==> config.mk <==
export PLATFORM = sky130hd
export DESIGN_NAME = led_pattern_counter
export DESIGN_NICKNAME = d
export VERILOG_FILES = /design/src/rtl/led_pattern_counter.sv
export SDC_FILE = /design/constraint.sdc
export NUM_CORES = 1
export LEC_CHECK = 0
export CAP_MARGIN = 30
export CORE_ASPECT_RATIO = 2
export CORE_UTILIZATION = 64
export CTS_BUF_LIST = sky130_fd_sc_hd__clkbuf_4
export CTS_CLUSTER_DIAMETER = 150
export DETAILED_ROUTE_END_ITERATION = 10
export PLACE_DENSITY = 0.95
export SYNTH_ARGS = -nofsm -noshare
export SYNTH_HDL_FRONTEND = slang
export SYNTH_SLANG_ARGS = --single-unit
==> constraint.sdc <==
create_clock -name clk -period 9.1 [get_ports clk]
set_input_delay 0.91 -clock clk [delete_from_list [all_inputs] [get_ports clk]]
set_output_delay 0.91 -clock clk [all_outputs]
set_load 0.02 [all_outputs]
==> src/rtl/led_pattern_counter.sv <==
// Purpose: drives a WIDTH-bit LED pattern that steps once per prescaled tick (binary up/down, Gray up, bounce).
// Latency: tick_o is combinational in the tick cycle; pattern_o/leds_o/wrap_o update on the edge that ends that cycle.
// Backpressure: none; en_i=0 freezes prescaler and pattern, while load and mode change still take effect.
module led_pattern_counter #(
    parameter int TICK_COUNT = 13500000,
    parameter int WIDTH      = 6,
    parameter bit ACTIVE_LOW = 1'b1
) (
    input  logic             clk,
    input  logic             rst,
    input  logic             en_i,
    input  logic [1:0]       mode_i,
    input  logic             load_i,
    input  logic [WIDTH-1:0] load_val_i,
    output logic             tick_o,
    output logic             wrap_o,
    output logic [WIDTH-1:0] leds_o,
    output logic [WIDTH-1:0] pattern_o
);

    localparam int PW   = (TICK_COUNT > 1) ? $clog2(TICK_COUNT) : 1;
    localparam int POSW = $clog2(WIDTH);

    localparam logic [PW-1:0]    PRESC_LAST = PW'(TICK_COUNT - 1);
    localparam logic [POSW-1:0]  POS_LAST   = POSW'(WIDTH - 1);
    localparam logic [WIDTH-1:0] VAL_LAST   = WIDTH'(WIDTH - 1);

    localparam logic [1:0] MODE_BIN_UP = 2'b00;
    localparam logic [1:0] MODE_BIN_DN = 2'b01;
    localparam logic [1:0] MODE_GRAY   = 2'b10;
    localparam logic [1:0] MODE_BOUNCE = 2'b11;

    logic [PW-1:0]    presc_q, presc_d;
    logic [WIDTH-1:0] cnt_q,   cnt_d;
    logic [POSW-1:0]  pos_q,   pos_d;
    logic             dir_q,   dir_d;
    logic [1:0]       mode_q,  mode_d;
    logic             wrap_q,  wrap_d;
    logic [WIDTH-1:0] pattern_q, pattern_d;

    logic mode_chg;
    logic tick;
    logic go_down;

    // Next-state: mode change beats load beats tick; outputs are derived from the next state.
    always_comb begin
        presc_d   = presc_q;
        cnt_d     = cnt_q;
        pos_d     = pos_q;
        dir_d     = dir_q;
        mode_d    = mode_q;
        wrap_d    = 1'b0;
        go_down   = dir_q;
        mode_chg  = (mode_i != mode_q);
        tick      = en_i && (presc_q == PRESC_LAST) && !mode_chg && !load_i;

        if (mode_chg) begin
            mode_d  = mode_i;
            presc_d = '0;
            cnt_d   = '0;
            pos_d   = '0;
            dir_d   = 1'b0;
        end else if (load_i) begin
            cnt_d   = load_val_i;
            presc_d = '0;
            pos_d   = (load_val_i >= VAL_LAST) ? POS_LAST : load_val_i[POSW-1:0];
            dir_d   = 1'b0;
        end else if (en_i) begin
            presc_d = (presc_q == PRESC_LAST) ? '0 : presc_q + PW'(1);
            if (tick) begin
                case (mode_q)
                    MODE_BIN_DN: begin
                        cnt_d  = cnt_q - WIDTH'(1);
                        wrap_d = (cnt_q == '0);
                    end
                    MODE_BOUNCE: begin
                        // An end position always turns inward, even if a load left dir pointing outward.
                        if (pos_q == POS_LAST) begin
                            go_down = 1'b1;
                        end else if (pos_q == '0) begin
                            go_down = 1'b0;
                        end
                        pos_d = go_down ? pos_q - POSW'(1) : pos_q + POSW'(1);
                        if (pos_d == POS_LAST) begin
                            dir_d  = 1'b1;
                            wrap_d = 1'b1;
                        end else if (pos_d == '0) begin
                            dir_d  = 1'b0;
                            wrap_d = 1'b1;
                        end else begin
                            dir_d  = go_down;
                        end
                    end
                    default: begin
                        cnt_d  = cnt_q + WIDTH'(1);
                        wrap_d = (cnt_q == '1);
                    end
                endcase
            end
        end

        case (mode_d)
            MODE_GRAY:   pattern_d = cnt_d ^ (cnt_d >> 1);
            MODE_BOUNCE: pattern_d = WIDTH'(1) << pos_d;
            default:     pattern_d = cnt_d;
        endcase
    end

    // State and output registers, cleared asynchronously.
    always_ff @(posedge clk or posedge rst) begin
        if (rst) begin
            presc_q   <= '0;
            cnt_q     <= '0;
            pos_q     <= '0;
            dir_q     <= 1'b0;
            mode_q    <= MODE_BIN_UP;
            wrap_q    <= 1'b0;
            pattern_q <= '0;
        end else begin
            presc_q   <= presc_d;
            cnt_q     <= cnt_d;
            pos_q     <= pos_d;
            dir_q     <= dir_d;
            mode_q    <= mode_d;
            wrap_q    <= wrap_d;
            pattern_q <= pattern_d;
        end
    end

    assign tick_o    = tick;
    assign wrap_o    = wrap_q;
    assign pattern_o = pattern_q;
    assign leds_o    = ACTIVE_LOW ? ~pattern_q : pattern_q;

endmodule
==> impl_metrics.toml, run 1 <==
[routing]
wire_per_inst_um = 17.99
detail_route.iter0.violations = 100
dr.pass1.iters = 4
via_cell_ratio = 6.495
route.detailed.drc = 0
route.vias.total = 2442
detail-route-antenna-nets = 0
wl_mm = 6.764

[global_routing]
grt.overflow.total = 0
grt_pass1_wl_mm = 11.07
maximum_number_of_pins_on_one_net_before_global_route_repair = 44
grt_pass1_vias = 2481
grt_use_total = 0.3493
grt_antenna_before_repair = 0

[timing]
report.final.slew_viol_count = 0
achievable-frequency_ghz = 0.2393
slew_of_the_pin_with_the_lowest_slew_margin_ps = 856.7
final.period_utilization = 0.4591
worst_slack_ps = 4922
final-setup-viol-count = 0
hold_viol_final = 0
fin_worst_skew_ps = 15.54
period_minus_slack_ps = 4178
hold_ws_ps = 551.5
grt_setup_unrepaired = "no"
timing.slew.headroom = 0.4245
fin_setup_tns_ps = 0

[setup_path]
worstPathCellList = "clkdlybuf4s50_1, clkinv_1, or4_4, nor3_1, clkdlybuf4s50_1"
critical_path_arrival_ps = 3270
critical_path.slowest_cell = "sky130_fd_sc_hd__clkdlybuf4s50_1"
max_stage_delay_ps = 730
required_ps = 8190
timing.critical_path.mode_cell = "sky130_fd_sc_hd__clkdlybuf4s50_1"
worstSetupStartpointType = "input pin"
worst_setup_path_class = "input pin to output pin"
max_fanout_on_critical_path = 11
path_buf_inv = 3
end_kind = "output pin"
critical_path.top_delay_family = "buffers and inverters"

[floorplan]
rows = 33
chipHeight_um = 93.79
initial_utilization = 0.6664
number_of_i_o_pins = 26
area_enclosed_by_the_die_boundary_um2 = 4492
area_of_the_core_region_um2 = 4046
dieWidth_um = 47.90

[synth]
syn-instance-count = 303
ys.warnings.count = 0
synth_fp_nets = 321
syn_avg_cell_area_um2 = 8.899
ys_seq_area_frac = 0.3991
synth_enable_flop_cells = 0
synth_top_cell_area_share = 0.3991
synthArstFlopShare = 1.000
synth.largest_area_cell = "sky130_fd_sc_hd__dfrtp_1"
most_frequently_used_flop_master_after_synthesis = "sky130_fd_sc_hd__dfrtp_1"
post_synth_instance_area_um2 = 2696
post_synth_num_cell_types = 57
synth_seq_cells = 43
synth.area.top_cells = "sky130_fd_sc_hd__dfrtp_1 40%, sky130_fd_sc_hd__nor2_1 4.6%, sky130_fd_sc_hd__xor2_1 4.2%, sky130_fd_sc_hd__xnor2_1 3.6%, sky130_fd_sc_hd__nand3_1 3.5%"

[layout]
drive_gt1_frac = 0.06173
area_growth_syn_to_layout_pct = 12.81
design.final.nets = 342
antennaDiodeCount = 0
final_core_util = 0.7517

[pwr]
cellLeakagePower_nw = 1.204
cellPowerDensity_nw_per_um2 = 127.9
ir_drop_mv = 0.1137
totalPowerFinal_uw = 388.9

[clock_tree]
clock_insertion_delay_worst_skew_ps = 360
cts-root-buf = "sky130_fd_sc_hd__clkbuf_4"
cts.reportedPaths.clkPinSlew_ps = 120
cts_tree = "yes"
cts_hold_buf = 0
clock_path_buffers = 2
cts_made_buffers = 5
cts_resized = 0
h-tree-depth = 2
cts_setup_buffers = 0
clock_sink_total = 43

[placed_design]
minimum_setup_slack_after_placement_ps = 4962
place.port_buffers = 25
place_congestion = 0.9067
hpwlAfterDp_mm = 5.049

[status]
result_of_the_run = "finished, final reports clean"

[run]
drv.max_cap_violation_count = 0

[worst_hold_path]
holdCritPathClass = "flop to flop"
-- cells in the final DEF, fill, tap and decap left out, types with 5 or more instances in the layout --
master	count
sky130_fd_sc_hd__dfrtp_1	43
sky130_fd_sc_hd__nor2_1	33
sky130_fd_sc_hd__clkdlybuf4s50_1	25
sky130_fd_sc_hd__nand3_1	19
sky130_fd_sc_hd__inv_1	18
sky130_fd_sc_hd__nand2_1	18
sky130_fd_sc_hd__o21ai_0	15
sky130_fd_sc_hd__a21oi_1	14
sky130_fd_sc_hd__xor2_1	13
sky130_fd_sc_hd__nor3_1	11
sky130_fd_sc_hd__xnor2_1	11
sky130_fd_sc_hd__nand4_1	9
sky130_fd_sc_hd__or3_1	8
sky130_fd_sc_hd__nor4_1	7
sky130_fd_sc_hd__and3_1	5
sky130_fd_sc_hd__and2_1	5
sky130_fd_sc_hd__ha_1	5
sky130_fd_sc_hd__clkbuf_4	5
-- Yosys cell counts, types with 2 or more instances --
cell type / count
sky130_fd_sc_hd__a21oi_1: 14
sky130_fd_sc_hd__inv_1: 19
sky130_fd_sc_hd__nand2_1: 18
sky130_fd_sc_hd__nand4_1: 9
sky130_fd_sc_hd__and2_1: 5
sky130_fd_sc_hd__mux2i_1: 4
sky130_fd_sc_hd__nor3_1: 11
sky130_fd_sc_hd__nor2_1: 33
sky130_fd_sc_hd__nand2b_1: 3
sky130_fd_sc_hd__a311o_1: 2
sky130_fd_sc_hd__o21ai_0: 15
sky130_fd_sc_hd__nor2b_1: 3
sky130_fd_sc_hd__ha_1: 5
sky130_fd_sc_hd__or3_1: 8
sky130_fd_sc_hd__a31oi_1: 2
sky130_fd_sc_hd__buf_2: 3
sky130_fd_sc_hd__o21a_1: 3
sky130_fd_sc_hd__xnor2_1: 11
sky130_fd_sc_hd__xor2_1: 13
sky130_fd_sc_hd__clkbuf_1: 8
sky130_fd_sc_hd__or4_1: 2
sky130_fd_sc_hd__nand3_1: 19
sky130_fd_sc_hd__dfrtp_1: 43
sky130_fd_sc_hd__and3_1: 5
sky130_fd_sc_hd__o211ai_1: 2
sky130_fd_sc_hd__o22ai_1: 3
sky130_fd_sc_hd__and4_1: 2
sky130_fd_sc_hd__o31ai_1: 3
sky130_fd_sc_hd__nor4_1: 7
-- metrics by stage --
| step | cells | instance area, µm² |
|---|---|---|
| after floorplan | 303 | 2696 |
| after global placement | 369 | 2967 |
| after detailed placement | 369 | 2967 |
| after CTS | 376 | 3042 |
| after global routing | 376 | 3042 |
| final | 376 | 3042 |
-- kinds of logic (layout without fill, tap and decap cells) --
family	after synthesis	in the layout	share of synthesized area
AO/OA/AOI/OAI	57	57	0.1452
multiplexers	4	4	0.01485
AND/OR/NAND/NOR	136	136	0.2831
XOR/XNOR	24	24	0.07796
buffers and inverters	33	54	0.04919
adder cells (fa/ha/maj)	6	6	0.03063
flip-flops	43	43	0.3991
-- flip-flops by register name (all words and copies together), names as in the netlist --
name / cells
pattern_o: 6
wrap_o: 1
pos_q: 3
dir_q: 1
presc_q: 24
mode_q: 2
cnt_q: 6
-- final cells by class --
class / count / area, µm²
Sequential cell: 43 / 1076
Fill cell: 304 / 1005
Tap cell: 52 / 65.06
Clock buffer: 5 / 37.54
Inverter: 21 / 80.08
Multi-Input combinational cell: 227 / 1488
Clock inverter: 2 / 37.54
Timing Repair Buffer: 26 / 257.7
-- power breakdown --
part | internal [mW] | switching [mW] | leakage (nW)
Clock | 0.0563 | 0.0610 | 0.0373
Combinational | 0.0278 | 0.0393 | 0.578
Sequential | 0.197 | 0.00800 | 0.589
-- per-layer routing --
layer	vias to the layer above	part of all wire	GRT usage
li1	1135	-	-
met1	1159	0.34	0.3590
met2	101	0.54	0.5755
met3	47	0.043	0.07500
met4	0	0.074	0.2500
met5	-	0	0
-- final timing paths --
path,startpoint,to,slack (ps),cells past startpoint
worst max-delay path,en_i,tick_o,4920,5
worst min-delay path,presc_q[20]$_DFFE_PP0P_,presc_q[20]$_DFFE_PP0P_,550,1
worst max register to register,pos_q[0]$_DFF_PP0_,pattern_o[0]$_DFF_PP0_,5870,9
worst min register to register,presc_q[20]$_DFFE_PP0P_,presc_q[20]$_DFFE_PP0P_,550,1
max in group asynchronous,rst,cnt_q[5]$_DFF_PP0_,7760,3
min in group asynchronous,rst,presc_q[6]$_DFFE_PP0P_,960,3
No activity file was read; power rests on OpenSTA's default activity.
==> inputs of run 2 (changes only) <==
- CORE_UTILIZATION: 64 -> 59
- PLACE_DENSITY: 0.95 -> 0.92
- clock period: 9.1 -> 4.34 ns (I/O delays scaled with it)
==> impl_metrics.toml, run 2 (same netlist as run 1, synthesis figures left out) <==
[routing]
detail_route.iter0.violations = 112
route.vias.total = 2465
detail-route-antenna-nets = 0
wire_per_inst_um = 18.16
wl_mm = 6.899
routed-wl-met2_mm = 3.817
route.detailed.drc = 0
route.met3.wl_um = 256
routed.top_layer = "met4"
dr.pass1.iters = 4
via_cell_ratio = 6.487
wirelength_met1_mm = 2.344

[layout]
drive_gt1_frac = 0.06748
number_of_flip_flops_under_the_largest_register_name = 24
max_flop_register = "presc_q"
layout_common_cells = "43 x sky130_fd_sc_hd__dfrtp_1, 33 x sky130_fd_sc_hd__nor2_1, 25 x sky130_fd_sc_hd__clkdlybuf4s50_1"
area.sequential_um2 = 1076
layout.cells.most_common = "sky130_fd_sc_hd__dfrtp_1"
instances_no_fill = 380
design.final.nets = 343
nFillCells = 338
area_of_the_multi_input_gates_um2 = 1488
antennaDiodeCount = 0
area_growth_syn_to_layout_pct = 14.29

[pwr]
net_switching_power_uw = 238.7
seq_power_share = 0.482
intPower_uw = 650.0
swShare = 0.2686
clock_power_share = 0.358
cellLeakagePower_nw = 1.227
ir_drop_mv = 0.2496
comb_power_share = 0.159
cellPowerDensity_nw_per_um2 = 288.4

[worst_hold_path]
holdCritPathClass = "input pin to asynchronous set/reset pin"

[clock_tree]
cts-root-buf = "sky130_fd_sc_hd__clkbuf_4"
cts_tree = "yes"
cts_resized = 0
cts_setup_buffers = 0
clock_path_buffers = 2
clock_insertion_delay_worst_skew_ps = 380
cts_made_buffers = 5
h-tree-depth = 2
cts.reportedPaths.clkPinSlew_ps = 150
clock_sink_total = 43
cts_hold_buf = 0

[setup_path]
r2r-end = "pattern_o[0]$_DFF_PP0_"
worstSetupStartpointType = "flop"
rrSetupSlack_ps = 1110
max_fanout_on_critical_path = 6
ff2ff_path_depth = 9
required_ps = 4630
end_kind = "flop"
crit-reg2reg-launch = "pos_q[2]$_DFF_PP0_"
worst_setup_path_class = "flop to flop"
critical_path_arrival_ps = 3520

[timing]
period_minus_slack_ps = 3228
final-setup-viol-count = 0
achievable-frequency_ghz = 0.3098
grt_setup_unrepaired = "no"
fin_setup_tns_ps = 0
worst_slack_ps = 1112
slew_of_the_pin_with_the_lowest_slew_margin_ps = 916.7
timing.slew.headroom = 0.3842
fin_worst_skew_ps = 29.31
hold_viol_final = 0
final.period_utilization = 0.7439
report.final.slew_viol_count = 0

[floorplan]
number_of_i_o_pins = 26
rows = 34
area_of_the_core_region_um2 = 4382
chipHeight_um = 97.60
area_enclosed_by_the_die_boundary_um2 = 4860
initial_utilization = 0.6154
dieWidth_um = 49.80

[placed_design]
place.port_buffers = 25
place_congestion = 0.9091
minimum_setup_slack_after_placement_ps = 1016
place.detailed.instances = 372
hpwlAfterDp_mm = 5.183

[global_routing]
grt.overflow.total = 0
grt_use_total = 0.3096
grt_pass1_wl_mm = 11.39
grt_pass1_vias = 2481
grt_antenna_before_repair = 0
maximum_number_of_pins_on_one_net_before_global_route_repair = 44

[run]
drv.max_cap_violation_count = 0

[status]
result_of_the_run = "finished, final reports clean"
[run 2: cell count changes in the layout (fill, tap and decap cells not counted), sizes merged]
| cell | delta |
|---|---|
| buf | +1 |
| clkinv | -1 |
| bufinv | +1 |
| inv | +1 |
[run 2: power groups by stage]
stage | Combinational (mW) | Clock [mW] | Sequential [mW]
4_1_cts | 0.141 | 0.320 | 0.428
3_5_place_dp | 0.140 | 0 | 0.436
2_1_floorplan | 0.0844 | 0 | 0.435
6_report | 0.142 | 0.318 | 0.429
5_1_grt | 0.153 | 0.335 | 0.430
3_3_place_gp | 0.136 | 0 | 0.435
[run 2: how the worst max path moves through the flow]
stage	from	to	slack, ps	depth (start not counted)
after floorplan	pos_q[2]$_DFF_PP0_	pattern_o[0]$_DFF_PP0_	1480	10
after detailed placement	load_i	presc_q[19]$_DFFE_PP0P_	1020	8
after CTS	en_i	tick_o	1190	5
after global placement	en_i	pattern_o[3]$_DFF_PP0_	1140	8
final	pos_q[2]$_DFF_PP0_	pattern_o[0]$_DFF_PP0_	1110	9
after global routing	pos_q[1]$_DFF_PP0_	pattern_o[0]$_DFF_PP0_	1020	10
[run 2: area by class of cell]
class / instances / share of cell area
sequential: 43 / 0.3492
clock inverter: 3 / 0.02192
tap: 54 / 0.02192
inverter: 21 / 0.02598
timing repair buffer: 27 / 0.08607
multi-input combinational: 227 / 0.4827
clock buffer: 5 / 0.01218
[run 2: metal layers]
layer	vias to the layer above	GRT usage
li1	1138	-
met1	1193	0.3072
met2	96	0.5489
met3	38	0.04695
met4	0	0.2352
met5	-	0
[run 2: metrics by stage]
step	hold slack [ps]	power (mW)	cell area, µm²	util
floorplan	488.8	0.5189	2696	-
global placement	518.8	0.5712	2977	0.6793
detailed placement	531.7	0.5761	2977	0.6793
CTS	485.2	0.8885	3082	0.7033
global route	550.9	0.9181	3082	0.7033
finish	455.1	0.8887	3082	0.7033
[run 2: critical path: stages, from the launching register on]
cell and delay (ps):
sky130_fd_sc_hd__dfrtp_1 560, sky130_fd_sc_hd__a21oi_1 130, sky130_fd_sc_hd__o21a_1 220, sky130_fd_sc_hd__fa_1 420
sky130_fd_sc_hd__xnor2_1 430, sky130_fd_sc_hd__or4b_1 480, sky130_fd_sc_hd__a311o_1 440, sky130_fd_sc_hd__clkinv_2 100
sky130_fd_sc_hd__o32ai_1 70, sky130_fd_sc_hd__a211o_1 280
